### src/rtl/rect_layer_compositor_pkg.sv
// Shared types for the rectangle compositor: rect_t slot descriptor, default widths, commit FSM states.
// Latency: n/a (types and constants only).
// Backpressure: n/a.
package rect_pkg;

    localparam int RECT_XW = 9;
    localparam int RECT_YW = 8;

    typedef struct packed {
        logic               en;
        logic [RECT_XW-1:0] x0;
        logic [RECT_XW-1:0] x1;
        logic [RECT_YW-1:0] y0;
        logic [RECT_YW-1:0] y1;
    } rect_t;

    localparam rect_t RECT_NONE = '0;

    typedef enum logic {
        ST_IDLE    = 1'b0,
        ST_PENDING = 1'b1
    } commit_state_t;

endpackage

### src/rtl/rect_layer_compositor_hit.sv
// Single-slot coverage test: enabled slot with inclusive, unsigned bounds on both axes.
// Latency: combinational.
// Backpressure: none; an inverted range (x0 > x1 or y0 > y1) simply never hits.
module rect_hit
    import rect_pkg::*;
(
    input  rect_t              rect,
    input  logic [RECT_XW-1:0] x,
    input  logic [RECT_YW-1:0] y,
    output logic               hit
);

    assign hit = rect.en
              && (x >= rect.x0) && (x <= rect.x1)
              && (y >= rect.y0) && (y <= rect.y1);

endmodule

### src/rtl/rect_layer_compositor.sv
// N-slot rectangle hit tester with shadow/active tables swapped only at frame_start (optional RECT_COLLIDE_EN).
// Latency: 2 cycles pixel -> hit outputs, one pixel per cycle, never stalls.
// Backpressure: cfg_ready drops while a commit is pending; writes resume once frame_start applies it.
module rect_layer_compositor
    import rect_pkg::*;
#(
    parameter int N_RECT = 8,
    parameter int XW     = RECT_XW,   // must match the package rect_t field widths
    parameter int YW     = RECT_YW,
    parameter int IDW    = $clog2(N_RECT)
) (
    input  logic              clk,
    input  logic              nRst,
    input  logic              pix_valid,
    input  logic [XW-1:0]     x,
    input  logic [YW-1:0]     y,
    input  logic              frame_start,
    input  logic              cfg_valid,
    output logic              cfg_ready,
    input  logic [IDW-1:0]    cfg_idx,
    input  rect_t             cfg_rect,
    input  logic              cfg_commit,
    output logic              hit_valid,
    output logic              hit,
    output logic [IDW-1:0]    hit_id,
    output logic [N_RECT-1:0] hit_mask,
    output logic              collide
);

    rect_t         shadow [N_RECT];
    rect_t         active [N_RECT];
    commit_state_t state, state_nxt;
    logic          apply_commit;
    logic          cfg_fire;

    logic [N_RECT-1:0] mask_comb;
    logic [N_RECT-1:0] mask_s1;
    logic              vld_s1;
    logic [IDW-1:0]    id_comb;

    assign cfg_ready    = (state == ST_IDLE);
    assign cfg_fire     = cfg_valid && cfg_ready;
    assign apply_commit = (state == ST_PENDING) && frame_start;

    // Commit FSM state register
    always_ff @(posedge clk) begin
        if (!nRst) state <= ST_IDLE;
        else       state <= state_nxt;
    end

    // Commit FSM next state: a commit seen in the frame_start cycle waits for the next frame
    always_comb begin
        state_nxt = state;
        case (state)
            ST_IDLE:    if (cfg_commit) state_nxt = ST_PENDING;
            ST_PENDING: if (frame_start && !cfg_commit) state_nxt = ST_IDLE;
            default:    state_nxt = ST_IDLE;
        endcase
    end

    // Shadow writes (out-of-range index matches no slot and is dropped) and shadow->active swap
    always_ff @(posedge clk) begin
        if (!nRst) begin
            for (int i = 0; i < N_RECT; i++) begin
                shadow[i] <= RECT_NONE;
                active[i] <= RECT_NONE;
            end
        end else begin
            for (int i = 0; i < N_RECT; i++) begin
                if (cfg_fire && (cfg_idx == IDW'(i))) shadow[i] <= cfg_rect;
                if (apply_commit)                     active[i] <= shadow[i];
            end
        end
    end

    // One comparator per active slot
    for (genvar g = 0; g < N_RECT; g++) begin : g_slot
        rect_hit u_hit (
            .rect (active[g]),
            .x    (x),
            .y    (y),
            .hit  (mask_comb[g])
        );
    end

    // Stage 1: register coverage mask; zero when no pixel so stage 2 outputs stay clean
    always_ff @(posedge clk) begin
        if (!nRst) begin
            vld_s1  <= 1'b0;
            mask_s1 <= '0;
        end else begin
            vld_s1  <= pix_valid;
            mask_s1 <= pix_valid ? mask_comb : '0;
        end
    end

    // Lowest set bit of the stage-1 mask
    always_comb begin
        id_comb = '0;
        for (int i = N_RECT - 1; i >= 0; i--) begin
            if (mask_s1[i]) id_comb = IDW'(i);
        end
    end

    // Stage 2: reduce to hit / hit_id and present the mask
    always_ff @(posedge clk) begin
        if (!nRst) begin
            hit_valid <= 1'b0;
            hit       <= 1'b0;
            hit_id    <= '0;
            hit_mask  <= '0;
        end else begin
            hit_valid <= vld_s1;
            hit       <= |mask_s1;
            hit_id    <= id_comb;
            hit_mask  <= mask_s1;
        end
    end

`ifdef RECT_COLLIDE_EN
    logic collide_acc;
    logic multi_hit;

    assign multi_hit = hit_valid && ((hit_mask & (hit_mask - 1'b1)) != '0);

    // Per-frame overlap accumulator, published and restarted at frame_start
    always_ff @(posedge clk) begin
        if (!nRst) begin
            collide_acc <= 1'b0;
            collide     <= 1'b0;
        end else if (frame_start) begin
            collide     <= collide_acc;
            collide_acc <= multi_hit;
        end else begin
            collide_acc <= collide_acc | multi_hit;
        end
    end
`else
    assign collide = 1'b0;
`endif

endmodule

### config.mk
export PLATFORM = sky130hd
export DESIGN_NAME = rect_layer_compositor
export DESIGN_NICKNAME = d
export VERILOG_FILES = /design/src/rtl/rect_layer_compositor_pkg.sv /design/src/rtl/rect_layer_compositor_hit.sv /design/src/rtl/rect_layer_compositor.sv
export SDC_FILE = /design/constraint.sdc
export NUM_CORES = 1
export LEC_CHECK = 0
export CORE_ASPECT_RATIO = 0.8
export CORE_MARGIN = 1.5
export CORE_UTILIZATION = 38
export CTS_CLUSTER_DIAMETER = 120
export CTS_CLUSTER_SIZE = 8
export DETAILED_ROUTE_END_ITERATION = 10
export HOLD_SLACK_MARGIN = 0.15
export PLACE_DENSITY = 0.63
export SETUP_SLACK_MARGIN = 0.2
export SLEW_MARGIN = 5
export SYNTH_ARGS = -nofsm -noshare
export SYNTH_HDL_FRONTEND = slang
export SYNTH_HIERARCHICAL = 1
export SYNTH_SLANG_ARGS = --single-unit
### constraint.sdc
create_clock -name clk -period 13.5 [get_ports clk]
set_clock_uncertainty 0.05 [all_clocks]
set_input_delay 4.05 -clock clk [delete_from_list [all_inputs] [get_ports clk]]
set_output_delay 4.05 -clock clk [all_outputs]
set_load 0.02 [all_outputs]
==> impl_metrics.ini <==
[critical_path]
end_kind = flip-flop
ff2ff_path_depth = 5
start_kind = input pin
path_max_fanout = 130
crit_type = input pin to flip-flop
arrival_ns = 7.01
critPathRequiredTime_ns = 13.91

[min_path]
hold_class = flip-flop to flip-flop
holdPathStages = 1

[timing]
min_period_ns = 6.60
worst_slew_pin_slew_ns = 1.11
max_freq_mhz = 151
fin_setup_tns_ns = 0
finalMaxSlewViolations = 0
hold_viol = 0
rsz0062_at_grt = no
min_period_over_period_pct = 48.9
slew_headroom_pct = 25.9
final.setup.worst_slack_ns = 6.90
setup_violations = 0

[floorplanning]
fp.dieW_um = 304
initial_core_util_pct = 38.7
die_h_um = 243
core.rowCount = 87
core-area_um2 = 71000
die_area_um2 = 73900
io_pins = 76

[clock_tree]
cts_root_buf = clkbuf_16
htree_num_levels = 3
cts_resized = 0
postCtsHoldBufs = 0
post_cts.repair.setup_buffers = 0
cts_tree = yes
cts_buffers = 82
clock_latency_ns = 0.60
cts.path.max_buffers = 3
clkSlewWorstSetupHoldPaths_ns = 0.05
cts.sinks = 583

[grt]
grt_usage_pct = 16.9
grt_pass1_wl_um = 93400
antenna_found_initial = 3
gr-total-overflow = 0
first_global_vias = 16400
grt_max_degree = 180

[route]
wl_per_cell_um = 18.9
drtPass1Iterations = 5
ant_nets = 0
vias_per_cell = 4.95
drtIter0Drc = 1065
vias = 16200
wirelength_um = 61900
drc = 0

[placed_design]
place.gp.congestion = 0.779
dpl_cell_area_um2 = 29200
port_buffers = 74
place_worst_setup_slack_ns = 6.31
place_hpwl_um = 39100
dpl.cell_count = 3136

[yosys]
synth-async-reset-ratio_pct = 0
synth.distinct_cells = 42
ys.flop_type = edfxtp_1
yosys.area.top_type = edfxtp_1
synth-seq-area-share_pct = 62.9
synth.avg_cell_area_um2 = 12.7
yosys_warnings = 6
synth_seq_cells = 583
synth_fp_nets = 2499
synth_top_area_share_pct = 61.2
synth_area_um2 = 27500
synth_area_leaders = edfxtp_1 61%, ha_1 12%, and2_1 6.8%
synth_edf_count = 560
synth_cells = 2166

[finish]
n_antenna_cell = 0
drive_gt1_share_pct = 5.77
fin_cells = 3273
final_nets = 2619
area_growth_pct = 15.1
fin_area_um2 = 31600
postLayoutCoreUtil_pct = 44.5

[run]
cap_violations = 0

[power_and_ir_drop]
cellLeakagePower_nw = 13.0
powerDensity_nw_per_um2 = 138
vdd_ir_drop_max_v = 0.0000853

[outcome]
run_status = completed
cells in the mapped netlist (10+ instances only):
cell type,instances
edfxtp_1,560
inv_1,311
and2_1,297
ha_1,272
nor2_1,241
nand2_1,69
a21oi_1,58
o21ai_0,49
nand4_1,40
a21o_1,32
dfxtp_1,23
clkbuf_2,20
a211oi_1,17
a41oi_1,16
clkbuf_1,14
buf_2,13
nor2b_1,10
registers in the layout, summed over array words and instances, names as in the netlist:
signal and count:
mask_s1 8, hit_mask 8, hit_id 3, state 1
hit 1, hit_valid 1, shadow 280, vld_s1 1
active 280
layout make-up:
class                   count  area [um^2]
repair buffers             94          901
fillers                  6352        39400
inverters                 311         1170
well taps                 934         1170
clock buffers             136         2360
multi-input cells        1214         8730
flip-flops and latches    583        17300
clock inverters             1         8.76
where the power goes:
group          internal (mW)  total, mW  leakage (nW)  switching [mW]
Sequential              2.08       2.10          6.11          0.0207
Combinational          0.126      0.360          5.78           0.234
Clock                   1.18       1.90          1.13           0.729
Total                   3.38       4.37          13.0           0.984
worst paths after layout:
kind,to,slack [ns],startpoint
setup reg to reg,active[0][88],10.55,state
hold / removal,hit_valid,0.40,vld_s1
setup / recovery,active[0][88],6.90,nRst
hold reg to reg,hit_valid,0.40,vld_s1
cell usage in the layout (no fill, tap or decap), types with 9 or more instances in the layout:
cell / Yosys / final
clkbuf_16: 0 / 87
clkbuf_1: 14 / 49
nor2_1: 241 / 240
o21bai_1: 9 / 9
nand2_2: 4 / 12
inv_1: 311 / 311
ha_1: 272 / 272
a41oi_1: 16 / 16
nand2_1: 69 / 60
a21o_1: 32 / 32
nand4_1: 40 / 40
o21ai_0: 49 / 49
buf_4: 6 / 20
nand2b_1: 9 / 9
clkdlybuf4s50_1: 0 / 73
a21oi_1: 58 / 58
a211oi_1: 17 / 17
dfxtp_1: 23 / 23
nor2b_1: 10 / 10
edfxtp_1: 560 / 560
nand3_1: 9 / 9
and2_1: 297 / 297
kinds of logic after synthesis:
kind of cell / count (synthesis) / share of synthesized area (%)
AO/OA/AOI/OAI: 223 / 5.45
flip-flops: 583 / 62.9
other: 1 / 0.0137
adder cells (fa/ha/maj): 272 / 12.4
AND/OR/NAND/NOR: 718 / 13.8
buffers and inverters: 369 / 5.41
critical path, stage by stage:
cell    delay [ns]
buf_4         0.54
inv_1         0.36
nor2_4        0.17
buf_4         0.57
buf_4         0.90
and2_1        0.25
routing by layer:
layer / track usage (%) / vias up / wire length [um]
met4: 4.75 / 4 / 1450
li1: - / 7758 / -
met5: 0 / - / 23
met3: 3.67 / 108 / 4030
met1: 23.8 / 7915 / 28900
met2: 26.2 / 417 / 27600
through the flow:
stage	hold slack (ns)	total power, mW
6_report	0.404	4.37
5_1_grt	0.443	4.53
3_3_place_gp	0.371	2.48
2_1_floorplan	0.362	2.36
3_5_place_dp	0.393	2.50
4_1_cts	0.406	4.41
No activity file was read; power rests on OpenSTA's default activity.
==> RTL change 1 (same settings) <==
Build with the macro `RECT_COLLIDE_EN` defined.
--- a/src/rtl/rect_layer_compositor.sv
+++ b/src/rtl/rect_layer_compositor.sv
@@ -2,4 +2,6 @@
 // Latency: 2 cycles pixel -> hit outputs, one pixel per cycle, never stalls.
 // Backpressure: cfg_ready drops while a commit is pending; writes resume once frame_start applies it.
+`define RECT_COLLIDE_EN
+
 module rect_layer_compositor
     import rect_pkg::*;
Function: no difference found for any inputs over 4 cycles, from zero or initial values and one cycle with nRst low; that may be too few to reach the edited logic, so the function may still have changed.
==> RTL change 1 against the unedited design <==
Synthesized area grew 0.10%; clock power shrank 2%; cell count grew 0.31%; total power is essentially flat; register-to-register slack lost 0.25 ns; routed wire length grew 4.6%; sequential cell count grew 2; worst setup slack lost 0.16 ns; final area grew 0.25%; worst hold slack lost 0.017 ns; critical path type unchanged; highest routed layer unchanged.
==> RTL change 1: results (changes against the unedited design) <==
* Outcome: complete, no violations
* GR Util met3 at 3.793% (+0.13 points)
* Antenna violations before repair at 5 (+2)
* Critical Path Fanout Max at 36 (-72%)
* Synth cell count leaders: edfxtp_1 (560), inv_1 (311), and2_1 (298), ha_1 (272), nor2_1 (240)
* RePlAce Congestion at 0.8068 (+3.6%)
* Final nets at 2639 (+0.76%)
* DP Wirelength at 40790 µm (+4.2%)
* Net count after synthesis at 2512 (+0.52%)
* Worst Path Arrival at 6.93 ns (-0.08 ns)
* Met2 usage at 27.39% (+1.2 points)
* Routed WL at 64790 µm (+4.6%)
* Layout cells sized above 1 at 6.005% (+0.23 points)
* First-pass GRT wire length at 97550 µm (+4.5%)
* GRT Resource Usage Total at 17.64% (+0.75 points)
* Total number of vias at 16490 (+1.8%)
* GR Layer Usage met1 at 24.89% (+1.1 points)
* Distinct cells, synth at 43 (+2.4%)
* TritonCTS Buffers at 83 (+1.2%)
* Switching Fraction at 22.98% (+0.43 points)
* VDD IR max at 0.08098 mV (-5.0%)
* Combinational group share of total power at 8.7% (+0.5 points)
* Seq/Total Area, Yosys at 63.00% (+0.080 points)
* Largest net degree at the start of global routing at 112 (-38%)
* Seq pwr share at 48.6% (+0.5 points)
RTL change 1: changes by cell type after synthesis, sizes merged, moves of 2 or more:
cell	delta
or3	+2
clkbuf	+6
buf	-7
nor2b	+2
dfxtp	+2
o21ai	+2
RTL change 1: final cells by class:
class	instances	share of cell area, %
Clock buffer	120	7.059
Inverter	311	3.684
Antenna cell	1	0.007896
Timing Repair Buffer	99	2.930
Multi-Input combinational cell	1226	27.77
Sequential cell	585	54.64
Tap cell	934	3.688
Clock inverter	7	0.2172
RTL change 1: cells by family after synthesis:
| logic type | Yosys count | synth area share [%] |
|---|---|---|
| adder cells (fa/ha/maj) | 273 | 12.42 |
| flip-flops | 585 | 63.00 |
| AND/OR/NAND/NOR | 721 | 13.71 |
| multiplexers | 1 | 0.03642 |
| buffers and inverters | 368 | 5.167 |
| AO/OA/AOI/OAI | 231 | 5.663 |
RTL change 1: path summary, 6_finish.rpt:
path | start | endpoint | slack [ns]
min | vld_s1 | hit_valid | 0.39
max | cfg_valid | shadow[0][9] | 6.74
max reg2reg | state | shadow[0][9] | 10.30
min reg2reg | vld_s1 | hit_valid | 0.39
RTL change 1: stage by stage:
step                area (µm²)  utilization (%)  std cells  hold WS (ns)  power [mW]
global placement         29380            41.40       3155        0.3689       2.518
detailed placement       29380            41.40       3155        0.3798       2.538
CTS                      31690            44.65       3282        0.3911       4.404
global route             31690            44.65       3283        0.4134       4.525
floorplan                27490                -       2179        0.3619       2.384
finish                   31690            44.65       3283        0.3862       4.365
RTL change 1: per-layer routing:
metal  up-vias  wire length [µm]
met5         -                28
met4         4              1310
met3       102              4373
met2       437             28890
met1      8101             30190
li1       7842                 -
RTL change 1: critical path, stage by stage:
cell and delay, ns:
clkdlybuf4s50_1 0.54, inv_1 0.09, nor3_1 0.45, nand2_2 0.67
nand2_2 1.08
==> RTL change 2 (same settings) <==
Made on the original files. Register the input `cfg_valid` before use, without a reset. The logic sees it one clock later. The other inputs are not delayed to match.
--- a/src/rtl/rect_layer_compositor.sv
+++ b/src/rtl/rect_layer_compositor.sv
@@ -28,4 +28,10 @@
 );
 
+    logic cfg_valid_q;
+
+    always_ff @(posedge clk) begin
+        cfg_valid_q <= cfg_valid;
+    end
+
     rect_t         shadow [N_RECT];
     rect_t         active [N_RECT];
@@ -40,5 +46,5 @@
 
     assign cfg_ready    = (state == ST_IDLE);
-    assign cfg_fire     = cfg_valid && cfg_ready;
+    assign cfg_fire     = cfg_valid_q && cfg_ready;
     assign apply_commit = (state == ST_PENDING) && frame_start;
 
Function: no difference found for any inputs over 4 cycles, from zero or initial values and one cycle with nRst low; that may be too few to reach the edited logic, so the function may still have changed.
==> RTL change 2 against the unedited design <==
Worst setup slack worse by 0.16 ns; critical path depth unchanged; final area about the same; synthesized area about the same; largest cell class unchanged; total power down 0.49%; routed wire length up 2.4%; sequential cell count up 1; via count up 0.96%.
==> RTL change 2: results (changes against the unedited design) <==
* Outcome: complete, no violations
* CTS Buffer Depth at 3 (unchanged)
* Final nets at 2620 (+0.038%)
* Largest net degree at the start of global routing at 178 (-1.1%)
* Routed WL at 63430 µm (+2.4%)
* R2R depth at 3 (-2)
* Switching Fraction at 22.71% (+0.16 points)
* VDD IR max at 0.08714 mV (+2.2%)
* Clk root buf: clkbuf_16
* DRT Pass-1 Iters at 6 (+1)
* Synth Area in Compound Gates at 5.446% (about the same)
* Adder-cell share of the synthesized area at 12.39% (about the same)
* P_leak at 13.03 nW (about the same)
* Reg2Reg Launch Point: state
* TritonCTS Buffers at 82 (unchanged)
* Tightest hold margin at 0.3896 ns (-0.01407 ns)
* Distinct cells, synth at 42 (unchanged)
* Max frequency at 0.1479 GHz (-2.4%)
* Worst Hold Launch: vld_s1
* Total number of vias at 16360 (+0.96%)
* Remaining DRCs at 0 (unchanged)
* GRT Resource Usage Total at 17.29% (+0.40 points)
* Clk_lat worst skew at 0.61 ns
* R2r setup slk at 10.54 ns (about the same)
* Worst Path Arrival at 7.18 ns (+0.17 ns)
* Reg2Reg Capture Point: shadow[1][57]
* Critical Path Fanout Max at 132 (+1.5%)
* Synth cell count leaders: edfxtp_1 (560), inv_1 (311), and2_1 (297), ha_1 (272), nor2_1 (241)
* Critical Path Sink: active[0][97]
* DP Wirelength at 39820 µm (+1.7%)
* CTS H-tree depth at 3 (unchanged)
* Antenna violations before repair at 1 (-2)
* Relative slew slack at 20.69% (-5.2 points)
* RePlAce Congestion at 0.8262 (+6.1%)
* PortBufs at 74 (unchanged)
* Synth area leaders: edfxtp_1 (61%), ha_1 (12%), and2_1 (6.8%), inv_1 (4.2%), nor2_1 (3.3%)
* First-pass GRT wire length at 96730 µm (+3.6%)
* DR iter-0 viols at 1122 (+5.4%)
* Layout cells sized above 1 at 5.731% (-0.040 points)
* XOR/XNOR Fraction of Synth Area at 0% (unchanged)
* Net count after synthesis at 2500 (+0.040%)
* Seq/Total Area, Yosys at 62.95% (about the same)
* Number of global-route vias before repair at 16540 (+0.63%)
* DP Worst Slack at 6.145 ns (-0.1601 ns)
RTL change 2: changes by cell type in the layout (fill, tap and decap cells not counted):
| cell | before | now |
|---|---|---|
| clkbuf_16 | 87 | 85 |
| inv_6 | 1 | 2 |
| dfxtp_1 | 23 | 24 |
| clkbuf_1 | 49 | 48 |
RTL change 2: area by class of cell:
type                    count  area (µm²)
clock inverters             2       17.52
multi-input cells        1214        8728
flip-flops and latches    584       17300
well taps                 934        1169
fillers                  6412       39390
clock buffers             133        2307
inverters                 311        1167
repair buffers             94       900.9
RTL change 2: kinds of logic (layout without fill, tap and decap cells):
kind of cell               after synthesis  in the layout
and+or+nand+nor                        718            718
DFF                                    584            584
buffers and inverters                  369            540
adders and majority gates              272            272
AOI/OAI and AO/OA                      223            223
other                                    1              1
RTL change 2: power by group through the flow:
stage	sequential (mW)	combinational, mW	clock, mW
floorplan	2.14	0.215	0
global placement	2.13	0.346	0
detailed placement	2.14	0.363	0
CTS	2.10	0.365	1.92
global route	2.11	0.407	1.99
finish	2.10	0.362	1.88
RTL change 2: per-stage QoR:
stage / cells / cell area [µm²]
2_1_floorplan: 2167 / 27480
6_report: 3272 / 31590
5_1_grt: 3272 / 31590
3_3_place_gp: 3137 / 29260
3_5_place_dp: 3137 / 29260
4_1_cts: 3272 / 31590
RTL change 2: worst max-delay path, cell delays in order:
cell    delay (ns)
buf_4         0.51
inv_1         0.50
nor2_4        0.19
buf_4         0.55
buf_4         1.01
and2_1        0.26
RTL change 2: metal layers:
metal	vias up	part of all wire, %	track usage, %
met5	-	0.020	0
met4	2	2.4	4.981
met3	107	6.0	3.740
met2	395	44	27.13
met1	8094	47	24.11
li1	7759	-	-
